File: src/rtl/qdiv_seq_pkg.sv
// Shared definitions for the sequential sign-magnitude Q-format divider:
// FSM state encoding and the saturated-magnitude helper.
package qdiv_seq_pkg;

    typedef enum logic [1:0] {
        StIdle = 2'd0,
        StRun  = 2'd1,
        StDone = 2'd2
    } qdiv_state_e;

    // Largest magnitude representable in an n-bit sign-magnitude word.
    function automatic int unsigned max_mag(input int unsigned n);
        return (32'd1 << (n - 1)) - 32'd1;
    endfunction

endpackage

File: src/rtl/qdiv_seq_if.sv
// Start/busy/done handshake and operand/result bundle for qdiv_seq.
interface qdiv_seq_if #(
    parameter int unsigned N = 4
);
    logic         start;
    logic [N-1:0] dividend;
    logic [N-1:0] divisor;
    logic         busy;
    logic         done;
    logic [N-1:0] quotient;
    logic         overflow;
    logic         div_zero;

    modport master (
        output start, dividend, divisor,
        input  busy, done, quotient, overflow, div_zero
    );

    modport slave (
        input  start, dividend, divisor,
        output busy, done, quotient, overflow, div_zero
    );
endinterface

File: src/rtl/qdiv_seq.sv
// Sequential sign-magnitude fixed-point divider: restoring shift-subtract,
// one quotient bit per clock, saturating result with overflow/div-by-zero flags.
module qdiv_seq
    import qdiv_seq_pkg::*;
#(
    parameter int unsigned N = 4,
    parameter int unsigned Q = 2
) (
    input logic       clk,
    input logic       rst_n,
    qdiv_seq_if.slave bus
);
    localparam int unsigned M  = N - 1;
    localparam int unsigned W  = M + Q;
    localparam int unsigned CW = $clog2(W + 1);
    localparam logic [M-1:0] MaxMag = M'(max_mag(N));
    localparam logic [W:0]   SatLim = (W + 1)'(1) << M;

    qdiv_state_e state_q, state_d;
    logic          sign_q, sign_d;
    logic [M-1:0]  b_q, b_d;
    logic [M-1:0]  rem_q, rem_d;
    logic [W-1:0]  num_q, num_d;
    logic [W-1:0]  qm_q, qm_d;
    logic [CW-1:0] cnt_q, cnt_d;
    logic [N-1:0]  quotient_q, quotient_d;
    logic          overflow_q, overflow_d;
    logic          div_zero_q, div_zero_d;

    logic [M:0]    rem_shift;
    logic [M-1:0]  rem_diff;
    logic          rem_ge;
    logic [W-1:0]  qm_next;
    logic          sat;
    logic [M-1:0]  mag;

    // Remainder stays below B, so the shifted value fits in M+1 bits.
    assign rem_shift = {rem_q, num_q[W-1]};
    assign rem_ge    = rem_shift >= {1'b0, b_q};
    assign rem_diff  = rem_shift[M-1:0] - b_q;
    assign qm_next   = (qm_q << 1) | W'(rem_ge);
    assign sat       = {1'b0, qm_next} >= SatLim;
    assign mag       = sat ? MaxMag : qm_next[M-1:0];

    always_comb begin
        state_d    = state_q;
        sign_d     = sign_q;
        b_d        = b_q;
        rem_d      = rem_q;
        num_d      = num_q;
        qm_d       = qm_q;
        cnt_d      = cnt_q;
        quotient_d = quotient_q;
        overflow_d = overflow_q;
        div_zero_d = div_zero_q;

        unique case (state_q)
            StIdle: begin
                if (bus.start) begin
                    sign_d = bus.dividend[N-1] ^ bus.divisor[N-1];
                    b_d    = bus.divisor[M-1:0];
                    num_d  = W'(bus.dividend[M-1:0]) << Q;
                    rem_d  = '0;
                    qm_d   = '0;
                    if (bus.divisor[M-1:0] == '0) begin
                        state_d    = StDone;
                        quotient_d = {bus.dividend[N-1] ^ bus.divisor[N-1], MaxMag};
                        overflow_d = 1'b1;
                        div_zero_d = 1'b1;
                    end else begin
                        state_d = StRun;
                        cnt_d   = CW'(W);
                    end
                end
            end
            StRun: begin
                rem_d = rem_ge ? rem_diff : rem_shift[M-1:0];
                qm_d  = qm_next;
                num_d = num_q << 1;
                cnt_d = cnt_q - CW'(1);
                if (cnt_q == CW'(1)) begin
                    state_d    = StDone;
                    quotient_d = {sign_q & (mag != '0), mag};
                    overflow_d = sat;
                    div_zero_d = 1'b0;
                end
            end
            StDone: state_d = StIdle;
            default: state_d = StIdle;
        endcase
    end

    always_ff @(posedge clk or negedge rst_n) begin
        if (!rst_n) begin
            state_q    <= StIdle;
            sign_q     <= 1'b0;
            b_q        <= '0;
            rem_q      <= '0;
            num_q      <= '0;
            qm_q       <= '0;
            cnt_q      <= '0;
            quotient_q <= '0;
            overflow_q <= 1'b0;
            div_zero_q <= 1'b0;
        end else begin
            state_q    <= state_d;
            sign_q     <= sign_d;
            b_q        <= b_d;
            rem_q      <= rem_d;
            num_q      <= num_d;
            qm_q       <= qm_d;
            cnt_q      <= cnt_d;
            quotient_q <= quotient_d;
            overflow_q <= overflow_d;
            div_zero_q <= div_zero_d;
        end
    end

    assign bus.busy     = state_q != StIdle;
    assign bus.done     = state_q == StDone;
    assign bus.quotient = quotient_q;
    assign bus.overflow = overflow_q;
    assign bus.div_zero = div_zero_q;

endmodule

File: src/flat_wrapper.sv
// flat-port wrapper written by rule: the top's interface ports become plain ports
module qdiv_seq_flat import qdiv_seq_pkg::*;
#(
    parameter int unsigned N = 4,
    parameter int unsigned Q = 2
)
  (clk, rst_n, bus_start, bus_dividend, bus_divisor, bus_busy, bus_done, bus_quotient, bus_overflow, bus_div_zero);
  qdiv_seq_if #(.N(N)) bus_i ();
  input logic clk;
  input logic rst_n;
  input wire logic [$bits(bus_i.start)-1:0] bus_start;
  input wire logic [$bits(bus_i.dividend)-1:0] bus_dividend;
  input wire logic [$bits(bus_i.divisor)-1:0] bus_divisor;
  output wire logic [$bits(bus_i.busy)-1:0] bus_busy;
  output wire logic [$bits(bus_i.done)-1:0] bus_done;
  output wire logic [$bits(bus_i.quotient)-1:0] bus_quotient;
  output wire logic [$bits(bus_i.overflow)-1:0] bus_overflow;
  output wire logic [$bits(bus_i.div_zero)-1:0] bus_div_zero;
  assign bus_i.start = bus_start;
  assign bus_i.dividend = bus_dividend;
  assign bus_i.divisor = bus_divisor;
  assign bus_busy = bus_i.busy;
  assign bus_done = bus_i.done;
  assign bus_quotient = bus_i.quotient;
  assign bus_overflow = bus_i.overflow;
  assign bus_div_zero = bus_i.div_zero;
  qdiv_seq #(.N(N), .Q(Q)) u_core (.clk(clk), .rst_n(rst_n), .bus(bus_i));
endmodule
File: config.mk
export PLATFORM = sky130hd
export DESIGN_NAME = qdiv_seq_flat
export DESIGN_NICKNAME = d
export VERILOG_FILES = /design/src/rtl/qdiv_seq_pkg.sv /design/src/rtl/qdiv_seq_if.sv /design/src/rtl/qdiv_seq.sv /design/src/flat_wrapper.sv
export SDC_FILE = /design/constraint.sdc
export NUM_CORES = 1
export LEC_CHECK = 0
export CAP_MARGIN = 20
export CORE_MARGIN = 2
export CORE_UTILIZATION = 45
export CTS_CLUSTER_DIAMETER = 120
export DETAILED_ROUTE_END_ITERATION = 10
export GPL_ROUTABILITY_DRIVEN = 0
export PLACE_DENSITY = 0.71
export SLEW_MARGIN = 20
export SYNTH_ARGS = -nofsm -noshare
export SYNTH_HDL_FRONTEND = slang
export SYNTH_SLANG_ARGS = --single-unit
File: constraint.sdc
create_clock -name clk -period 1.8 [get_ports clk]
set_input_delay 0.36 -clock clk [delete_from_list [all_inputs] [get_ports clk]]
set_output_delay 0.36 -clock clk [all_outputs]
set_load 0.005 [all_outputs]
; After elaboration in Yosys (flattened, before gate mapping)
; Index checks and enable logic that the tools add are counted.
[op_classes]
mux = 25
bitwise_logic = 3
shifts = 0
reduce_logical = 10
eq_ne = 7
n_div = 0
n_mul = 0
n_addsub = 2
n_lt_le_gt_ge = 2
[ops]
columns = op, n
row1 = 4-bit two-way mux, 4
row2 = 4-bit case mux with 2 select lines, 2
row3 = 3-bit two-way mux, 5
row4 = 3-bit case mux with 2 select lines, 2
row5 = 5-bit case mux with 2 select lines, 1
row6 = 2-bit two-way mux, 3
row7 = 2-bit AND reduction, 3
row8 = "5-bit by 4-bit >= comparator with 1-bit output, second input constant", 1
row9 = 5-bit two-way mux, 1
row10 = 5-bit by 1-bit OR with 5-bit output, 1
row11 = 4-bit by 3-bit >= comparator with 1-bit output, 1
row12 = 1-bit two-way mux, 4
row13 = "2-bit by 1-bit != test with 1-bit output, second input constant", 2
row14 = "2-bit != test, second input constant", 2
row15 = 1-bit case mux with 2 select lines, 2
row16 = 2-bit case mux with 2 select lines, 1
row17 = 4-bit AND reduction, 1
row18 = 2-bit nonzero test, 2
row19 = "3-bit by 1-bit == test with 1-bit output, second input constant", 1
row20 = 3-bit logical NOT, 1
row21 = 3-bit AND reduction, 1
row22 = 3-bit nonzero test, 1
row23 = "3-bit by 1-bit subtractor with 3-bit output, second input constant", 1
row24 = 3-bit subtractor, 1
row25 = 5 further kinds, 5
[word_totals]
reg_bits = 27
ramBits = 0
mem_bits_ro = 0
n_memories = 0
latchBits = 0

; Longest topological paths before layout
; Gate-level depths: netlist (run 1).
[logic_depth]
ltp_word = 8
depth_mapped = 7
mapped_depth_nobuf = 7

; Least setup slack after synthesis (run 1)
; OpenSTA, ideal clock, no wires.
[synth_timing]
kind = reg-to-reg
from = register u_core.num_q[4]
to = register u_core.rem_q[1]
n_path_buf = 0
path_stages_with_launch = 8
synth_period_minus_slack_ns = 1.861
setup_time_ns = 0.083
t_arrival_ns = 1.779
required_ns = 1.717
slack_ns = -0.061
cell_sequence = dfrtp_1 > inv_1 > ha_1 > fa_1 > nand2b_1 > nand3_1 > mux2_2 > o21ai_0
[synth_via]
elab_chain_len = 3
word_cells_on_any_way = 4
[synth_rtl]
columns = item, line_no
row1 = start: declaration, qdiv_seq.sv:23  ; logic [W-1:0] num_q, num_d;
row2 = start signal: assignment, qdiv_seq.sv:110  ; num_q <= num_d;
row3 = 4-bit by 3-bit >= comparator with 1-bit output / 3-bit subtractor (equally long branches), "qdiv_seq.sv:39, qdiv_seq.sv:40"
row4 = 3-bit two-way mux (*), qdiv_seq.sv:77  ; rem_d = rem_ge ? rem_diff : rem_shift[M-1:0];
row5 = 3-bit case mux with 2 select lines (*), qdiv_seq.sv:57  ; unique case (state_q)
row6 = end signal: assignment, qdiv_seq.sv:109  ; rem_q <= rem_d;
row7 = end: declaration, qdiv_seq.sv:22  ; logic [M-1:0] rem_q, rem_d;
; Mark *: on every way between the ends. The rest lies on a longest branch, timed or not.
; A chain may end at the register's enable or synchronous reset.

; Worst setup path in the final report (run 1)
[layout_timing]
from = register u_core.num_q[4]
to = register u_core.rem_q[0]
; The elaborated chain is that of the path after synthesis.

==> results of run 1 <==
==> Yosys cell counts, types with 3 or more instances <==
master   count  area share (%)
o21ai_0      8             3.3
buf_6        3             2.8
a22o_1       6             4.3
o22a_1       3             2.1
inv_1        8             2.5
mux2_2       3             2.8
nand2_1     10             3.1
ha_1         5             5.1
dfrtp_1     25              51
nor2_1       3            0.92
o21a_1       3             1.8
==> per-layer routing <==
metal  vias to the layer above  wire [µm]  GRT usage, %
met3                         4         74         3.023
met1                       435       1012         20.77
met2                        14       1126         27.73
met5                         -          0             0
li1                        431          -             -
met4                         0         30         5.102
==> area by class of cell <==
| type | count | area [µm²] |
|---|---|---|
| sequential | 25 | 625.6 |
| multi-input combinational | 70 | 554.3 |
| timing repair buffer | 28 | 254.0 |
| inverter | 8 | 30.03 |
| clock buffer | 3 | 22.52 |
| tap | 30 | 37.54 |
| fill | 209 | 991.0 |
| clock inverter | 1 | 7.507 |
==> how the worst min path moves through the flow <==
stage / start / to / slack, ns / cells past startpoint
2_1_floorplan: rst_n / u_core.b_q[0]$_DFFE_PN0P_ / 0.06 / 0
3_5_place_dp: u_core.rem_q[2]$_DFFE_PN0P_ / u_core.rem_q[2]$_DFFE_PN0P_ / 0.47 / 2
3_3_place_gp: u_core.cnt_q[1]$_DFFE_PN0P_ / u_core.cnt_q[1]$_DFFE_PN0P_ / 0.46 / 2
6_report: rst_n / u_core.bus.quotient[1]$_DFFE_PN0P_ / 0.39 / 2
5_1_grt: rst_n / u_core.bus.overflow$_DFFE_PN0P_ / 0.39 / 2
4_1_cts: rst_n / u_core.bus.quotient[1]$_DFFE_PN0P_ / 0.40 / 2
==> sequential cells by signal, indices dropped and copies added, names as in the netlist <==
name                 cells
u_core.b_q               3
u_core.bus.div_zero      1
u_core.bus.overflow      1
u_core.bus.quotient      4
u_core.cnt_q             3
u_core.num_q             3
u_core.qm_q              4
u_core.rem_q             3
u_core.sign_q            1
u_core.state_q           2
==> worst reg2reg max path, stage by stage (launching register included) <==
cell      delay [ns]
dfrtp_1         0.37
inv_1           0.05
ha_2            0.19
fa_2            0.36
nand2b_4        0.16
nand3_2         0.10
mux2_2          0.35
o21ai_1         0.11
==> stage by stage <==
step | cells | setup slack (ns) | hold WS, ns | util [%] | area (µm²)
floorplan | 107 | 0.0006376 | 0.06441 | - | 1230
global placement | 160 | 0.002646 | 0.4637 | 58.53 | 1476
detailed placement | 160 | -0.06856 | 0.4720 | 58.53 | 1476
CTS | 164 | 0.03177 | 0.4044 | 60.17 | 1518
global route | 165 | -0.001995 | 0.3934 | 60.71 | 1531
finish | 165 | 0.06368 | 0.3874 | 60.71 | 1531
==> placed cells by master (no fill, tap or decap), drive strengths merged, types with 3 or more instances in the layout <==
cell / synthesis / final
a22o: 6 / 6
buf: 4 / 10
clkbuf: 0 / 3
clkdlybuf4s50: 0 / 17
dfrtp: 25 / 25
ha: 5 / 5
inv: 8 / 8
mux2: 3 / 3
nand2: 11 / 11
nor2: 3 / 3
o21a: 3 / 3
o21ai: 9 / 9
o22a: 3 / 3
==> power by group <==
part	total (mW)	switching [mW]	internal [mW]
Sequential	0.983	0.166	0.817
Clock	0.253	0.169	0.0846
Combinational	1.46	0.662	0.801
==> what timing repair did <==
item / CTS / global route
hold buffers: 0 / 0
setup endpoints to repair: 4 / 3
setup buffers: 0 / 1
resized for setup: 4 / 3
pin swaps: 0 / 1
==> logic make-up (layout without fill, tap and decap cells) <==
kind of cell | after synthesis | count (layout)
AOI/OAI and AO/OA | 30 | 30
xor gates and xnor gates | 1 | 1
adders and majority gates | 6 | 6
buffers and inverters | 12 | 40
DFF | 25 | 25
muxes | 5 | 5
and+or+nand+nor | 28 | 28
==> qor.csv, run 1 <==
metric;value;unit
post-synthesis adder-cell area fraction;6.742;%
root buffer cell;clkbuf_4;
critical path endpoint category;flip-flop;
critical path endpoint;u_core.rem_q[0]$_DFFE_PN0P_;
synthesized area;1225;µm²
routed wire length;2.243;mm
r2r setup slk;0.06;ns
Critical Path Start;u_core.num_q[4]$_DFFE_PN0P_;
IO Port Bufs;18;
CTS tree;built;
Hold/Removal Path Class;in2async;
Core Area;2522;µm²
worst-path cell chain;inv_1 > ha_2 > fa_2 > nand2b_4 > nand3_2 > mux2_2 > o21ai_1;
main combinational cell family by area after synthesis;compound AO/OA/AOI/OAI gates;
power per cell area;1763;nW/µm²
CP max FO;3;
dpl hpwl;1.754;mm
Crit path arrival time;1.99;ns
via count;884;
CP max-delay cell;dfrtp_1;
Hold Vio Cnt, Final;0;
vias in the first global route;901;
Worst Path Buf+Inv;1;
Die ar.;3156;µm²
Post-synth ARST share;100.0;%
CP required;2.05;ns
Worst R2R Path Depth;7;
Max Fclk;575.9;MHz
Max Root-Sink Buffers;2;
TritonCTS Buffers;3;
Yosys warning count;0;
synthesized instance count;107;
synth-to-layout area growth;25.03;%
Slew HR;79.37;%
Seq/Total Area, Yosys;51.07;%
Chip Width;56.18;µm
Synth Area in XOR/XNOR;0.7150;%
RR Endpoint;u_core.rem_q[0]$_DFFE_PN0P_;
DRC viols;0;
drt via density;5.358;
Clock Sinks;25;
critical path class;reg2reg;
Initial Utilization;48.56;%
grt ovf;0;
Post-synth EDFFs;0;
Period minus WS final;1.736;ns
Synth Area in Compound Gates;17.47;%
initial antenna violation count;0;
Final ANT Viol Nets;0;
Synth Area in Simple Gates;13.99;%
average size of a mapped cell;11.45;µm²
#FFs+latches synth;25;
clk slew on worst S/H paths;0.14;ns
largest net degree at the start of global routing;26;
worst flop-to-flop path startpoint;u_core.num_q[4]$_DFFE_PN0P_;
ratio of cells with drive above 1 in the final layout;22.22;%
maximum VDD drop;1.082;mV
post-synthesis mux area share;4.392;%
Initial DRT Pass Iterations;4;
stages on the worst setup path;7;
Starting DRT DRC Count;15;
all-layer global routing usage;16.25;%
syn nets;124;
# IOs;19;
# nets final;153;
routed len/inst;13.59;µm
Worst Max-Slew Pin Slew;0.3095;ns
antenna cells;0;
first-pass GRT wire length;4.091;mm
Lkg Pwr;0.6821;nW
Max-Cap Viols;0;
Rows;18;
status;complete, no violations;
Top delay family on crit path;adder cells;
Clk Latency, worst-skew pair;0.31;ns
CP peak stage delay;0.37;ns
total power;2.700;mW
CTS H-tree lvls;1;
Final Max Tran Viols;0;
Clock Skews;0.001194;ns
Yosys cell types;38;
setup TNS;0;ns
Final Setup Violations;0;
Main synth FF type;dfrtp_1;
Tcrit/Tclk final;96.46;%
crit start category;flip-flop;
die span in y;56.18;µm
Note: power is estimated with default switching activity, not from simulation.
==> inputs of run 2 (changes only) <==
--- a/config.mk
+++ b/config.mk
@@ -7,12 +7,12 @@
 export LEC_CHECK = 0
 export CAP_MARGIN = 20
 export CORE_MARGIN = 2
-export CORE_UTILIZATION = 45
+export CORE_UTILIZATION = 40
 export CTS_CLUSTER_DIAMETER = 120
 export DETAILED_ROUTE_END_ITERATION = 10
 export GPL_ROUTABILITY_DRIVEN = 0
-export PLACE_DENSITY = 0.71
 export SLEW_MARGIN = 20
 export SYNTH_ARGS = -nofsm -noshare
 export SYNTH_HDL_FRONTEND = slang
 export SYNTH_SLANG_ARGS = --single-unit
+export TNS_END_PERCENT = 50
==> run 2 against run 1 <==
Effect of this change:
- non-clock buffer count shrank 1
- sequential power is essentially flat
- core utilization shrank 9.2 points
- first-iteration DRC count grew 20%
- register-to-register slack gained 0.02 ns
- via count shrank 1.0%
- cell count grew 1.2%
==> qor.csv, run 2 (synthesis results as in run 1) <==
metric;value;unit
drt via density;5.240;
RSZ-0062 raised after global routing;no;
IO Port Bufs;18;
Clock Skews;0.005273;ns
Tcrit/Tclk final;95.32;%
CP max FO;3;
worst-path cell chain;inv_1 > ha_2 > fa_2 > nand2b_4 > nand3_4 > mux2_2 > o21ai_1;
Worst Max-Slew Pin Slew;0.3189;ns
largest net degree at the start of global routing;26;
total power;2.677;mW
# IOs;19;
CP max-delay cell;dfrtp_1;
setup TNS;0;ns
Lkg Pwr;0.6835;nW
Starting DRT DRC Count;18;
critical path endpoint category;flip-flop;
Hold Vio Cnt, Final;0;
DRC viols;0;
Worst R2R Path Depth;7;
Initial Utilization;41.13;%
commonest cells after routing, fill and taps aside;dfrtp_1 (25), clkdlybuf4s50_1 (16), nand2_1 (10);
worst flop-to-flop path startpoint;u_core.num_q[4]$_DFFE_PN0P_;
Max Fclk;582.9;MHz
Clk Latency, worst-skew pair;0.31;ns
routed len/inst;13.55;µm
CTS tree;built;
clk slew on worst S/H paths;0.14;ns
Initial DRT Pass Iterations;4;
CTS H-tree lvls;1;
Rows;20;
ratio of cells with drive above 1 in the final layout;20.90;%
synth-to-layout area growth;25.33;%
Max Root-Sink Buffers;2;
antenna cells;0;
TritonCTS Buffers;3;
status;complete, no violations;
Max-Cap Viols;0;
CP required;2.06;ns
Period minus WS final;1.716;ns
Chip Width;59.34;µm
via count;875;
r2r setup slk;0.08;ns
Clock Sinks;25;
dpl hpwl;1.752;mm
Layout Utilization;51.55;%
RR Endpoint;u_core.rem_q[0]$_DFFE_PN0P_;
commonest non-fill, non-tap cell in the layout;dfrtp_1;
root buffer cell;clkbuf_4;
Die ar.;3521;µm²
crit start category;flip-flop;
Slew HR;78.74;%
Final Max Tran Viols;0;
setup bufs post-CTS;0;
Final ANT Viol Nets;0;
Setup WS pre-CTS;-0.07994;ns
worst setup margin;0.08431;ns
first-pass GRT wire length;4.015;mm
all-layer global routing usage;15.06;%
Final Setup Violations;0;
die span in y;59.34;µm
Crit path arrival time;1.97;ns
critical path class;reg2reg;
Core Area;2978;µm²
Hold Slack;0.3847;ns
initial antenna violation count;0;
grt ovf;0;
Hold/Removal Path Class;in2async;
CP peak stage delay;0.37;ns
maximum VDD drop;0.6344;mV
power per cell area;1744;nW/µm²
# nets final;152;
routed wire length;2.263;mm
vias in the first global route;917;
## run 2: where the power goes
group / switching [mW] / internal (mW)
Clock: 0.169 / 0.0847
Sequential: 0.163 / 0.817
Combinational: 0.663 / 0.780
## run 2: worst max-delay path, delay by kind of cell (launching register included)
| kind | cells | cell delay (ns) |
|---|---|---|
| fa+ha+maj | 2 | 0.51 |
| flops | 1 | 0.37 |
| mux | 1 | 0.33 |
| simple gates | 2 | 0.26 |
| compound gates | 1 | 0.11 |
| buf+inv | 1 | 0.06 |
## run 2: final cells by class
type / instances / area [µm²]
fill: 276 / 1443
sequential: 25 / 625.6
multi-input combinational: 70 / 559.3
timing repair buffer: 27 / 249.0
tap: 33 / 41.29
inverter: 8 / 30.03
clock buffer: 3 / 22.52
clock inverter: 1 / 7.507
## run 2: stage by stage
| stage | cell area, µm² | instances |
|---|---|---|
| global route | 1535 | 167 |
| CTS | 1521 | 167 |
| finish | 1535 | 167 |
| global placement | 1480 | 163 |
| floorplan | 1230 | 107 |
| detailed placement | 1480 | 163 |
## run 2: how the worst max path moves through the flow
| stage | from | end | slack [ns] | cells after the start |
|---|---|---|---|---|
| final | u_core.num_q[4]$_DFFE_PN0P_ | u_core.rem_q[0]$_DFFE_PN0P_ | 0.08 | 7 |
| after global routing | u_core.num_q[4]$_DFFE_PN0P_ | u_core.rem_q[0]$_DFFE_PN0P_ | 0.03 | 7 |
| after CTS | u_core.num_q[4]$_DFFE_PN0P_ | u_core.rem_q[1]$_DFFE_PN0P_ | -0.007 | 7 |
| after detailed placement | u_core.num_q[4]$_DFFE_PN0P_ | u_core.rem_q[1]$_DFFE_PN0P_ | -0.08 | 7 |
| after global placement | u_core.num_q[4]$_DFFE_PN0P_ | u_core.rem_q[1]$_DFFE_PN0P_ | 0.0008 | 7 |
| after floorplan | u_core.num_q[4]$_DFFE_PN0P_ | u_core.rem_q[1]$_DFFE_PN0P_ | 0.0006 | 7 |
## run 2: repair_timing
item	in CTS	in global routing
cloned	0	0
hold buffers	0	0
pin swaps	0	1
resized for setup	5	4
endpoints found under the setup margin	5	3
## run 2: metal layers
layer | wire length [µm] | GRT usage, % | up-vias
li1 | - | - | 433
met1 | 1049 | 18.11 | 426
met2 | 1123 | 26.69 | 14
met3 | 73 | 2.620 | 2
met4 | 16 | 5.519 | 0
met5 | 0 | 0 | -
==> inputs of run 3 (changes only) <==
--- a/config.mk
+++ b/config.mk
@@ -9,6 +9,7 @@
 export CORE_MARGIN = 2
 export CORE_UTILIZATION = 40
 export CTS_CLUSTER_DIAMETER = 120
+export CTS_CLUSTER_SIZE = 30
 export DETAILED_ROUTE_END_ITERATION = 10
 export GPL_ROUTABILITY_DRIVEN = 0
 export SLEW_MARGIN = 20
==> results of run 3 <==
No change in the layout: final DEF, timing and power equal those of run 2.
